<file path="config.mk">
export PLATFORM = sky130hd
export DESIGN_NAME = barrier_sequencer
export DESIGN_NICKNAME = d
export VERILOG_FILES = /design/src/rtl/barrier_sequencer.sv
export SDC_FILE = /design/constraint.sdc
export NUM_CORES = 1
export LEC_CHECK = 0
export ABC_AREA = 1
export BUFFER_PORTS_ARGS = -buffer_cell sky130_fd_sc_hd__buf_2
export CAP_MARGIN = 20
export CORE_ASPECT_RATIO = 0.9
export CORE_MARGIN = 1
export CORE_UTILIZATION = 54
export DETAILED_ROUTE_END_ITERATION = 10
export MAX_ROUTING_LAYER = met4
export PLACE_DENSITY = 0.83
export SETUP_SLACK_MARGIN = 0.02
export SLEW_MARGIN = 20
export SYNTH_ARGS = -nofsm -noshare
export SYNTH_HDL_FRONTEND = slang
export SYNTH_SLANG_ARGS = --single-unit
</file>
<file path="constraint.sdc">
create_clock -name clk -period 5.44 [get_ports clk]
set_clock_uncertainty 0.2 [all_clocks]
set_input_delay 0.816 -clock clk [delete_from_list [all_inputs] [get_ports clk]]
set_output_delay 0.816 -clock clk [all_outputs]
set_load 0.01 [all_outputs]
</file>
<file path="src/rtl/barrier_sequencer.sv">
// Toll-lane barrier motor sequencer: drives motor_up/motor_down from open/close requests,
// limit switches, exit-sensor obstruction and travel/hold timeouts; counts passing vehicles.
module barrier_sequencer #(
  parameter int unsigned TRAVEL_MAX = 50_000_000,
  parameter int unsigned HOLD_MAX   = 250_000_000,
  parameter int unsigned TMR_W      = 32,
  parameter int unsigned PASS_W     = 8
) (
  input  logic              clk,
  input  logic              reset_n,
  input  logic              up,
  input  logic              dis,
  input  logic              sensor3,
  input  logic              lim_open,
  input  logic              lim_closed,
  input  logic              clr_fault,
  output logic              motor_up,
  output logic              motor_down,
  output logic              gate_open,
  output logic              gate_closed,
  output logic              fault,
  output logic [PASS_W-1:0] pass_cnt
);

  typedef enum logic [2:0] {
    StClosed  = 3'd0,
    StOpening = 3'd1,
    StOpen    = 3'd2,
    StClosing = 3'd3,
    StFault   = 3'd4
  } state_e;

  localparam logic [TMR_W-1:0] TravelLast = TMR_W'(TRAVEL_MAX - 1);
  localparam logic [TMR_W-1:0] HoldLast   = TMR_W'(HOLD_MAX - 1);

  state_e            state_q, state_d;
  logic [TMR_W-1:0]  timer_q, timer_d;
  logic              close_pend_q, close_pend_d;
  logic              sensor3_q;
  logic [PASS_W-1:0] pass_q;

  always_ff @(posedge clk or negedge reset_n) begin
    if (!reset_n) begin
      state_q      <= StClosed;
      timer_q      <= '0;
      close_pend_q <= 1'b0;
      sensor3_q    <= 1'b0;
      pass_q       <= '0;
    end else begin
      state_q      <= state_d;
      timer_q      <= timer_d;
      close_pend_q <= close_pend_d;
      sensor3_q    <= sensor3;
      if (sensor3_q && !sensor3 && (state_q != StFault)) begin
        pass_q <= pass_q + PASS_W'(1);
      end
    end
  end

  always_comb begin
    state_d      = state_q;
    timer_d      = timer_q;
    close_pend_d = close_pend_q;
    unique case (state_q)
      StClosed: begin
        if (up) begin
          state_d = StOpening;
        end else if (!lim_closed && !sensor3) begin
          // Barrier not down after reset or drift: re-close once the lane is clear.
          state_d = StClosing;
        end
      end
      StOpening: begin
        if (lim_open && lim_closed)   state_d = StFault;
        else if (lim_open)            state_d = StOpen;
        else if (timer_q == TravelLast) state_d = StFault;
        else                          timer_d = timer_q + TMR_W'(1);
      end
      StOpen: begin
        if (up) begin
          timer_d      = '0;
          close_pend_d = 1'b0;
        end else if (dis && !sensor3) begin
          state_d = StClosing;
        end else if (dis) begin
          close_pend_d = 1'b1;
          timer_d      = '0;
        end else if (close_pend_q && !sensor3) begin
          state_d = StClosing;
        end else if (sensor3) begin
          timer_d = '0;
        end else if (timer_q == HoldLast) begin
          state_d = StClosing;
        end else begin
          timer_d = timer_q + TMR_W'(1);
        end
      end
      StClosing: begin
        if (lim_open && lim_closed)     state_d = StFault;
        else if (sensor3 || up)         state_d = StOpening;
        else if (lim_closed)            state_d = StClosed;
        else if (timer_q == TravelLast) state_d = StFault;
        else                            timer_d = timer_q + TMR_W'(1);
      end
      StFault: begin
        if (clr_fault) state_d = StClosed;
      end
      default: state_d = StClosed;
    endcase
    if (state_d != state_q) begin
      timer_d      = '0;
      close_pend_d = 1'b0;
    end
  end

  always_comb begin
    motor_up    = 1'b0;
    motor_down  = 1'b0;
    gate_open   = 1'b0;
    gate_closed = 1'b0;
    fault       = 1'b0;
    unique case (state_q)
      StClosed:  gate_closed = 1'b1;
      StOpening: motor_up    = 1'b1;
      StOpen:    gate_open   = 1'b1;
      StClosing: motor_down  = 1'b1;
      StFault:   fault       = 1'b1;
      default:   gate_closed = 1'b0;
    endcase
  end

  assign pass_cnt = pass_q;

endmodule
</file>
==> impl_metrics.yaml, run 1 <==
status:
  outcome: "finished, final reports clean"
cts:
  numCtsBuffers: 5
  cts_num_sinks: 45
  clk_latency_ns: 0.30
  cts_tree: "done"
  hold_buffers: 0
  cts_max_path_buffers: 2
  ctsResizeCount: 0
  cts-htree-levels: 2
  cts_setup_buffers: 0
  root_buffer: "clkbuf_8"
  path_clk_slew_ns: 0.10
sta:
  finalHoldViolations: 0
  period_share: 0.603
  maxSlewHeadroom: 0.286
  fin_crit_ns: 3.28
  final.setup.tns_ns: 0
  finalSetupViolations: 0
  maxSlewViolCount: 0
  grt_setup_unrepaired: "no"
  fmaxAchievable_mhz: 305
  worst_slew_pin_slew_ns: 1.07
global_routing:
  antenna_found_initial: 0
  grt_max_degree: 65
  overflow: 0
  grt_usage: 0.319
  grt_pass1_vias: 4355
  grt_pass1_wl_mm: 20.1
layout:
  drive_above_1_share: 0.0871
  synthToLayoutAreaGrowth_pct: 3.09
  nets: 686
  insertedDiodeCount: 0
critical_path:
  cp_num_cells: 10
  worstPathMaxFanout: 64
  worstRegToRegCells: 13
  cp_num_buf_inv: 2
  crit_path_cell_trace: "buf_2 > inv_1 > o21ai_0 > nand2_1 > o31ai_1 > a21oi_2 > nand3_2 > nand2_4 > nand4_1 > nand2_1"
  r2r_start: "timer_q[0]"
  worstSetupStartpoint: "up"
  r2r_setup_slack_ns: 2.45
  arrival_ns: 3.32
  cp-end-kind: "flop"
  required_ns: 5.48
  slowest_stage: "inv_1"
  path_delay_family: "simple AND/OR/NAND/NOR gates"
  crit_type: "primary input to flop"
  cp_common_cell: "nand2_1"
  crit_path_max_incr_delay_ns: 0.78
  startpoint_type: "primary input"
place:
  dpl.hpwl_mm: 8.01
  gp_congestion: 1.00
  io_buffers: 20
yosys:
  ys_types: 37
  synth-main-ff-cell: "dfrtp_1"
  async_flop_share: 1.00
  synth.largest_area_cell: "dfrtp_1"
  yosys_warnings: 0
  synth_area_mm2: 0.00417
  seq_area_frac_synth: 0.270
  synth.top_cells.by_area: "dfrtp_1 (27%), nand2_1 (18%), nand4_1 (11%), nor2_1 (10%), a21oi_1 (5.9%)"
  synth_edf_count: 0
  synthCells: 681
  synth_seq_cells: 45
  synth_top_area_frac: 0.270
  avgSynthCellArea_um2: 6.12
  syn_nets: 691
drt:
  vias: 4548
  dr.pass1.iters: 8
  viasPerCell: 5.88
  drt-total-wl_mm: 11.5
  wl_per_cell_um: 14.9
  final_antenna_net_count: 0
  drc: 0
  drtIter0Drc: 490
die:
  dieArea_mm2: 0.00807
  initial_core_util: 0.555
  core_region_area_mm2: 0.00751
  die_h_um: 85.3
  dieWidth_um: 94.6
  io_pins: 21
  rows: 30
worst_hold_path:
  worstHoldStart: "pass_cnt[7]"
  holdPathStages: 1
  hp-class: "flop to flop"
power_and_ir_drop:
  leakage_nw: 1.97
  power.density_mw_per_mm2: 398
  vdd_ir_drop_max_v: 0.000701
  power_mw: 1.71
job:
  drv_cap: 0
==> Yosys cell counts (all sizes together) (2+ instances only) <==
| cell type | number |
|---|---|
| nand2 | 207 |
| nand3 | 48 |
| inv | 61 |
| o21bai | 3 |
| xor2 | 7 |
| o21ai | 13 |
| nand4 | 72 |
| xnor2 | 2 |
| nor4 | 2 |
| dfrtp | 45 |
| nor3 | 8 |
| clkbuf | 12 |
| ha | 2 |
| a21oi | 51 |
| buf | 22 |
| nor2 | 117 |
==> cell type report <==
type | instances | area [µm²]
Clock buffer | 5 | 68.8
Clock inverter | 3 | 47.5
Fill cell | 763 | 3210
Inverter | 62 | 233
Multi-Input combinational cell | 540 | 2580
Sequential cell | 45 | 1130
Tap cell | 96 | 120
Timing Repair Buffer | 22 | 118
==> report_power, final <==
part / switching, mW / internal [mW] / leakage, nW
logic: 0.715 / 0.235 / 1.31
clock network: 0.130 / 0.140 / 0.0591
registers: 0.0911 / 0.399 / 0.604
==> worst paths after layout <==
| check | to |
|---|---|
| max in group asynchronous | timer_q[15] |
| worst min-delay path | pass_cnt[7] |
| worst min register to register | pass_cnt[7] |
| min in group asynchronous | timer_q[23] |
| worst max register to register | close_pend_q |
| worst max-delay path | timer_q[14] |
==> kinds of logic (layout without fill, tap and decap cells) <==
logic type,count (synthesis),count (layout),share of synthesized area
and+or+nand+nor,455,455,0.497
adders and majority gates,2,2,0.00600
muxes,1,1,0.00270
DFF,45,45,0.270
xor gates and xnor gates,9,9,0.0189
buffers and inverters,96,92,0.110
AOI/OAI and AO/OA,73,73,0.0952
==> metal layers <==
layer	GRT usage	wire length, µm
met4	0.0978	131
met2	0.501	5290
met1	0.419	5270
met5	-	0
met3	0.0529	828
==> placed cells by master, fill, tap and decap left out, types with 2 or more instances in the layout <==
cell type and count:
a21oi_1 49, a21oi_2 2, buf_2 19, buf_4 3, clkbuf_8 5, dfrtp_1 45
ha_1 2, inv_1 56, inv_2 5, inv_6 2, nand2_1 195, nand2_2 11
nand3_1 45, nand3_2 3, nand4_1 72, nor2_1 112, nor2_2 2, nor2_8 2
nor3_1 7, nor4_1 2, o21ai_0 12, o21bai_1 3, xnor2_1 2, xor2_1 7
==> through the flow <==
stage | hold WS (ns) | instances | util | cell area (µm²) | setup slack, ns
floorplan | 0.304 | 681 | - | 4170 | 3.10
global placement | 0.250 | 765 | 0.556 | 4180 | 1.99
detailed placement | 0.267 | 765 | 0.556 | 4180 | 1.92
CTS | 0.283 | 773 | 0.572 | 4290 | 2.24
global route | 0.298 | 773 | 0.572 | 4300 | 1.96
finish | 0.275 | 773 | 0.572 | 4300 | 2.16
==> flip-flops by register name, summed over array words and instances (netlist names) <==
register,cells
pass_cnt,8
sensor3_q,1
state_q,3
timer_q,32
close_pend_q,1
Note: power is estimated with default switching activity, not from simulation.
==> run 2: changes to the inputs <==
==> constraint.sdc (replaced) <==
create_clock -name clk -period 3.3 [get_ports clk]
set_clock_uncertainty 0.2 [all_clocks]
set_input_delay 0.495 -clock clk [delete_from_list [all_inputs] [get_ports clk]]
set_output_delay 0.495 -clock clk [all_outputs]
set_load 0.01 [all_outputs]
==> impl_metrics.yaml, run 2 (synthesis gave the netlist of run 1 again) <==
die:
  initial_core_util: 0.555
  dieWidth_um: 94.6
  core_region_area_mm2: 0.00751
  dieArea_mm2: 0.00807
  rows: 30
  die_h_um: 85.3
  io_pins: 21
place:
  dpl_worst_slack_ns: 0.732
  dpl.hpwl_mm: 8.62
  io_buffers: 20
  gp_congestion: 0.994
status:
  violations: "hold timing"
  outcome: "finished with violations"
power_and_ir_drop:
  p_int_mw: 1.38
  clockPowerShare: 0.151
  vdd_ir_drop_max_v: 0.000588
  pwr-share-seq: 0.275
  switchingPower_mw: 1.57
  power.density_mw_per_mm2: 672
  switching_share: 0.533
  leakage_nw: 2.02
  comb_power_share: 0.574
global_routing:
  overflow: 0
  antenna_found_initial: 0
  grt_max_degree: 46
  grt_pass1_wl_mm: 20.0
  grt_usage: 0.325
  grt_pass1_vias: 4140
sta:
  maxSlewViolCount: 0
  fmaxAchievable_mhz: 386
  setup_slack_ns: 0.713
  final.setup.tns_ns: 0
  maxSlewHeadroom: 0.606
  worst_slew_pin_slew_ns: 0.591
  hold_slack_ns: -0.0328
  finalSetupViolations: 0
  grt_setup_unrepaired: "no"
  finalHoldViolations: 35
  period_share: 0.784
  fin_crit_ns: 2.59
drt:
  final_antenna_net_count: 0
  wl_per_cell_um: 15.2
  drtIter0Drc: 435
  drt-total-wl_mm: 11.9
  drc: 0
  viasPerCell: 5.88
  dr.pass1.iters: 5
  vias: 4599
critical_path:
  worstRegToRegCells: 12
  startpoint_type: "flop"
  crit_type: "flop to flop"
  cp-endpoint: "timer_q[0]"
  worstSetupStartpoint: "timer_q[0]"
  arrival_ns: 2.62
  cp-end-kind: "flop"
  r2r_start: "timer_q[0]"
  r2r_setup_slack_ns: 0.71
  worstPathMaxFanout: 39
  r2r-end: "timer_q[0]"
  required_ns: 3.34
layout:
  insertedDiodeCount: 0
  final_cell_mix: "nand2_1 (196), nor2_1 (112), nand4_1 (72)"
  largest_reg_flops: 32
  synthToLayoutAreaGrowth_pct: 5.22
  drive_above_1_share: 0.0977
  nets: 695
  max_flop_register: "timer_q"
  final_common_cell: "nand2_1"
cts:
  cts_tree: "done"
  clk_latency_ns: 0.32
  hold_buffers: 0
  cts-htree-levels: 2
  ctsResizeCount: 0
  cts_setup_buffers: 0
  root_buffer: "clkbuf_8"
  cts_max_path_buffers: 2
  numCtsBuffers: 5
  cts_num_sinks: 45
  path_clk_slew_ns: 0.10
worst_hold_path:
  hp-class: "primary input to async pin"
job:
  drv_cap: 0
run 2: area by class of cell:
type,count,area [µm²]
Clock inverter,3,46.3
Tap cell,96,120
Clock buffer,5,68.8
Timing Repair Buffer,31,210
Sequential cell,45,1130
Inverter,62,233
Fill cell,772,3120
Multi-Input combinational cell,540,2580
run 2: per-stage QoR:
stage / hold slack [ns] / power (mW) / cell area (µm²) / std cells / utilization
floorplan: -0.000591 / 2.25 / 4170 / 681 / -
global placement: 0.254 / 2.43 / 4270 / 774 / 0.569
detailed placement: 0.259 / 2.48 / 4270 / 774 / 0.569
CTS: 0.189 / 2.93 / 4380 / 782 / 0.584
global route: 0.0214 / 3.17 / 4390 / 782 / 0.584
finish: -0.0328 / 2.95 / 4390 / 782 / 0.584
run 2: worst max-delay path, stage by stage, from the launching register on:
cell	delay, ns
dfrtp_1	0.43
ha_1	0.21
nand2_2	0.11
nor2_8	0.17
nand2_2	0.10
nor2_4	0.13
nand2_1	0.11
a21oi_2	0.20
nand3_2	0.12
nand2_4	0.24
buf_12	0.24
nand3_1	0.10
a21oi_1	0.14
run 2: per-layer routing:
layer  vias to the layer above  wire length (µm)  GRT usage
li1                       2266                 -          -
met1                      2114              5290      0.427
met2                       188              5450      0.519
met3                        31               915     0.0439
met4                         0               266     0.0950
met5                         -                 0          -
run 2: how the worst min path moves through the flow:
stage / slack, ns / cells after the start / to
finish: -0.03 / 1 / timer_q[24]
global route: 0.02 / 1 / timer_q[24]
CTS: 0.19 / 1 / timer_q[24]
global placement: 0.25 / 1 / pass_cnt[7]
detailed placement: 0.26 / 1 / pass_cnt[7]
floorplan: -0.0006 / 0 / close_pend_q
run 2: power by group through the flow:
stage | registers [mW] | clock network [mW] | logic (mW)
6_report | 0.811 | 0.445 | 1.69
5_1_grt | 0.825 | 0.474 | 1.87
4_1_cts | 0.806 | 0.453 | 1.67
3_5_place_dp | 0.817 | 0 | 1.66
3_3_place_gp | 0.812 | 0 | 1.62
2_1_floorplan | 0.800 | 0 | 1.45
==> run 3: changes to the inputs <==
==> constraint.sdc (replaced) <==
create_clock -name clk -period 2.7 [get_ports clk]
set_clock_uncertainty 0.2 [all_clocks]
set_input_delay 0.405 -clock clk [delete_from_list [all_inputs] [get_ports clk]]
set_output_delay 0.405 -clock clk [all_outputs]
set_load 0.01 [all_outputs]
==> impl_metrics.yaml, run 3 (synthesis gave the netlist of run 1 again) <==
status:
  outcome: "finished, final reports clean"
sta:
  maxSlewHeadroom: 0.378
  finalSetupViolations: 0
  period_share: 0.918
  final.setup.tns_ns: 0
  fin_crit_ns: 2.48
  grt_setup_unrepaired: "no"
  maxSlewViolCount: 0
  worst_slew_pin_slew_ns: 0.932
  finalHoldViolations: 0
  fmaxAchievable_mhz: 403
  setup_slack_ns: 0.222
layout:
  final_util: 0.597
  stdcell_area_mm2: 0.00448
  final_cell_mix: "nand2_1 (196), nor2_1 (112), nand4_1 (72)"
  final_common_cell: "nand2_1"
  drive_above_1_share: 0.107
  largest_reg_flops: 32
  nets: 700
  n_fill_cell: 778
  multi_input_area_mm2: 0.00259
  synthToLayoutAreaGrowth_pct: 7.45
  regArea_mm2: 0.00113
  max_flop_register: "timer_q"
  insertedDiodeCount: 0
place:
  dpl_cell_area_mm2: 0.00431
  gp_congestion: 0.960
  io_buffers: 20
  dpl_worst_slack_ns: 0.133
  dpl.hpwl_mm: 8.93
global_routing:
  overflow: 0
  grt_usage: 0.331
  grt_pass1_wl_mm: 20.4
  grt_max_degree: 65
  antenna_found_initial: 0
  grt_pass1_vias: 4239
drt:
  final_antenna_net_count: 0
  vias: 4665
  drt-total-wl_mm: 12.6
  viasPerCell: 5.93
  dr.pass1.iters: 5
  drc: 0
  drtIter0Drc: 370
  wl_per_cell_um: 16.1
critical_path:
  slowest_stage: "dfrtp_2"
  worstPathMaxFanout: 30
  r2r-end: "timer_q[8]"
  cp_num_buf_inv: 1
  startpoint_type: "flop"
  r2r_setup_slack_ns: 0.22
  required_ns: 2.75
  crit_path_cell_trace: "ha_2 > nand2_2 > nor2_8 > nand2_2 > nor2_4 > nand2_1 > a21oi_2 > nand3_2 > nand2_8 > buf_12 > nand4_1 > nand2_1"
  crit_type: "flop to flop"
  r2r_start: "timer_q[0]"
  path_delay_family: "simple AND/OR/NAND/NOR gates"
  cp-end-kind: "flop"
  crit_path_max_incr_delay_ns: 0.43
  arrival_ns: 2.53
  worstRegToRegCells: 12
cts:
  path_clk_slew_ns: 0.11
  hold_buffers: 0
  cts_num_sinks: 45
  numCtsBuffers: 5
  cts_max_path_buffers: 2
  clk_latency_ns: 0.31
  cts_tree: "done"
  root_buffer: "clkbuf_8"
  cts-htree-levels: 2
die:
  initial_core_util: 0.555
  io_pins: 21
  dieArea_mm2: 0.00807
  dieWidth_um: 94.6
  rows: 30
  core_region_area_mm2: 0.00751
  die_h_um: 85.3
power_and_ir_drop:
  vdd_ir_drop_max_v: 0.000919
  comb_power_share: 0.600
  pwr-share-seq: 0.254
  p_int_mw: 1.85
  leakage_nw: 2.06
  clockPowerShare: 0.146
  switchingPower_mw: 2.05
  switching_share: 0.526
  power.density_mw_per_mm2: 870
job:
  drv_cap: 0
worst_hold_path:
  hp-class: "primary input to async pin"
## run 3: repair_timing
action                                  in CTS  in global routing
endpoints found under the setup margin       0                 33
gates resized for setup                      0                  5
buffers inserted                             0                  0
## run 3: worst reg2reg max path, cell delays in order, from the launching register on
cell and delay (ns):
dfrtp_2 0.43, ha_2 0.26, nand2_2 0.13, nor2_8 0.18, nand2_2 0.09, nor2_4 0.13
nand2_1 0.10, a21oi_2 0.18, nand3_2 0.15, nand2_8 0.17, buf_12 0.19, nand4_1 0.11
nand2_1 0.11
## run 3: power by group through the flow
stage / clock (mW) / combinational [mW] / sequential (mW)
floorplan: 0 / 1.77 / 0.978
global placement: 0 / 2.04 / 0.989
detailed placement: 0 / 2.10 / 0.998
CTS: 0.574 / 2.10 / 0.986
global route: 0.596 / 2.53 / 1.01
finish: 0.569 / 2.34 / 0.991
## run 3: stage by stage
stage | std cells | total power, mW | hold WS (ns)
2_1_floorplan | 681 | 2.75 | -0.0906
3_3_place_gp | 778 | 3.03 | 0.250
3_5_place_dp | 778 | 3.10 | 0.257
4_1_cts | 786 | 3.66 | 0.0643
6_report | 787 | 3.90 | 0.0209
5_1_grt | 787 | 4.13 | 0.108
## run 3: area by class of cell
cell class	count	area share
Sequential cell	45	0.252
Tap cell	96	0.0268
Clock inverter	3	0.0112
Timing Repair Buffer	36	0.0640
Inverter	62	0.0520
Clock buffer	5	0.0154
Multi-Input combinational cell	540	0.579
## run 3: metal layers
layer / global-route usage / vias up / wire, µm
li1: - / 2270 / -
met5: - / - / 0
met2: 0.525 / 227 / 5920
met4: 0.0909 / 0 / 206
met1: 0.442 / 2147 / 5500
met3: 0.0439 / 21 / 1000
## run 3: worst max path at each step
stage                from      endpoint  slack, ns  cells after the start
6_report       timer_q[0]    timer_q[8]       0.22                     12
3_5_place_dp   timer_q[0]   timer_q[24]       0.13                     13
5_1_grt        timer_q[0]   timer_q[23]       0.05                     13
4_1_cts        timer_q[0]   timer_q[27]       0.11                     12
3_3_place_gp   timer_q[0]  close_pend_q       0.28                     14
2_1_floorplan  timer_q[0]   timer_q[19]       0.56                     13
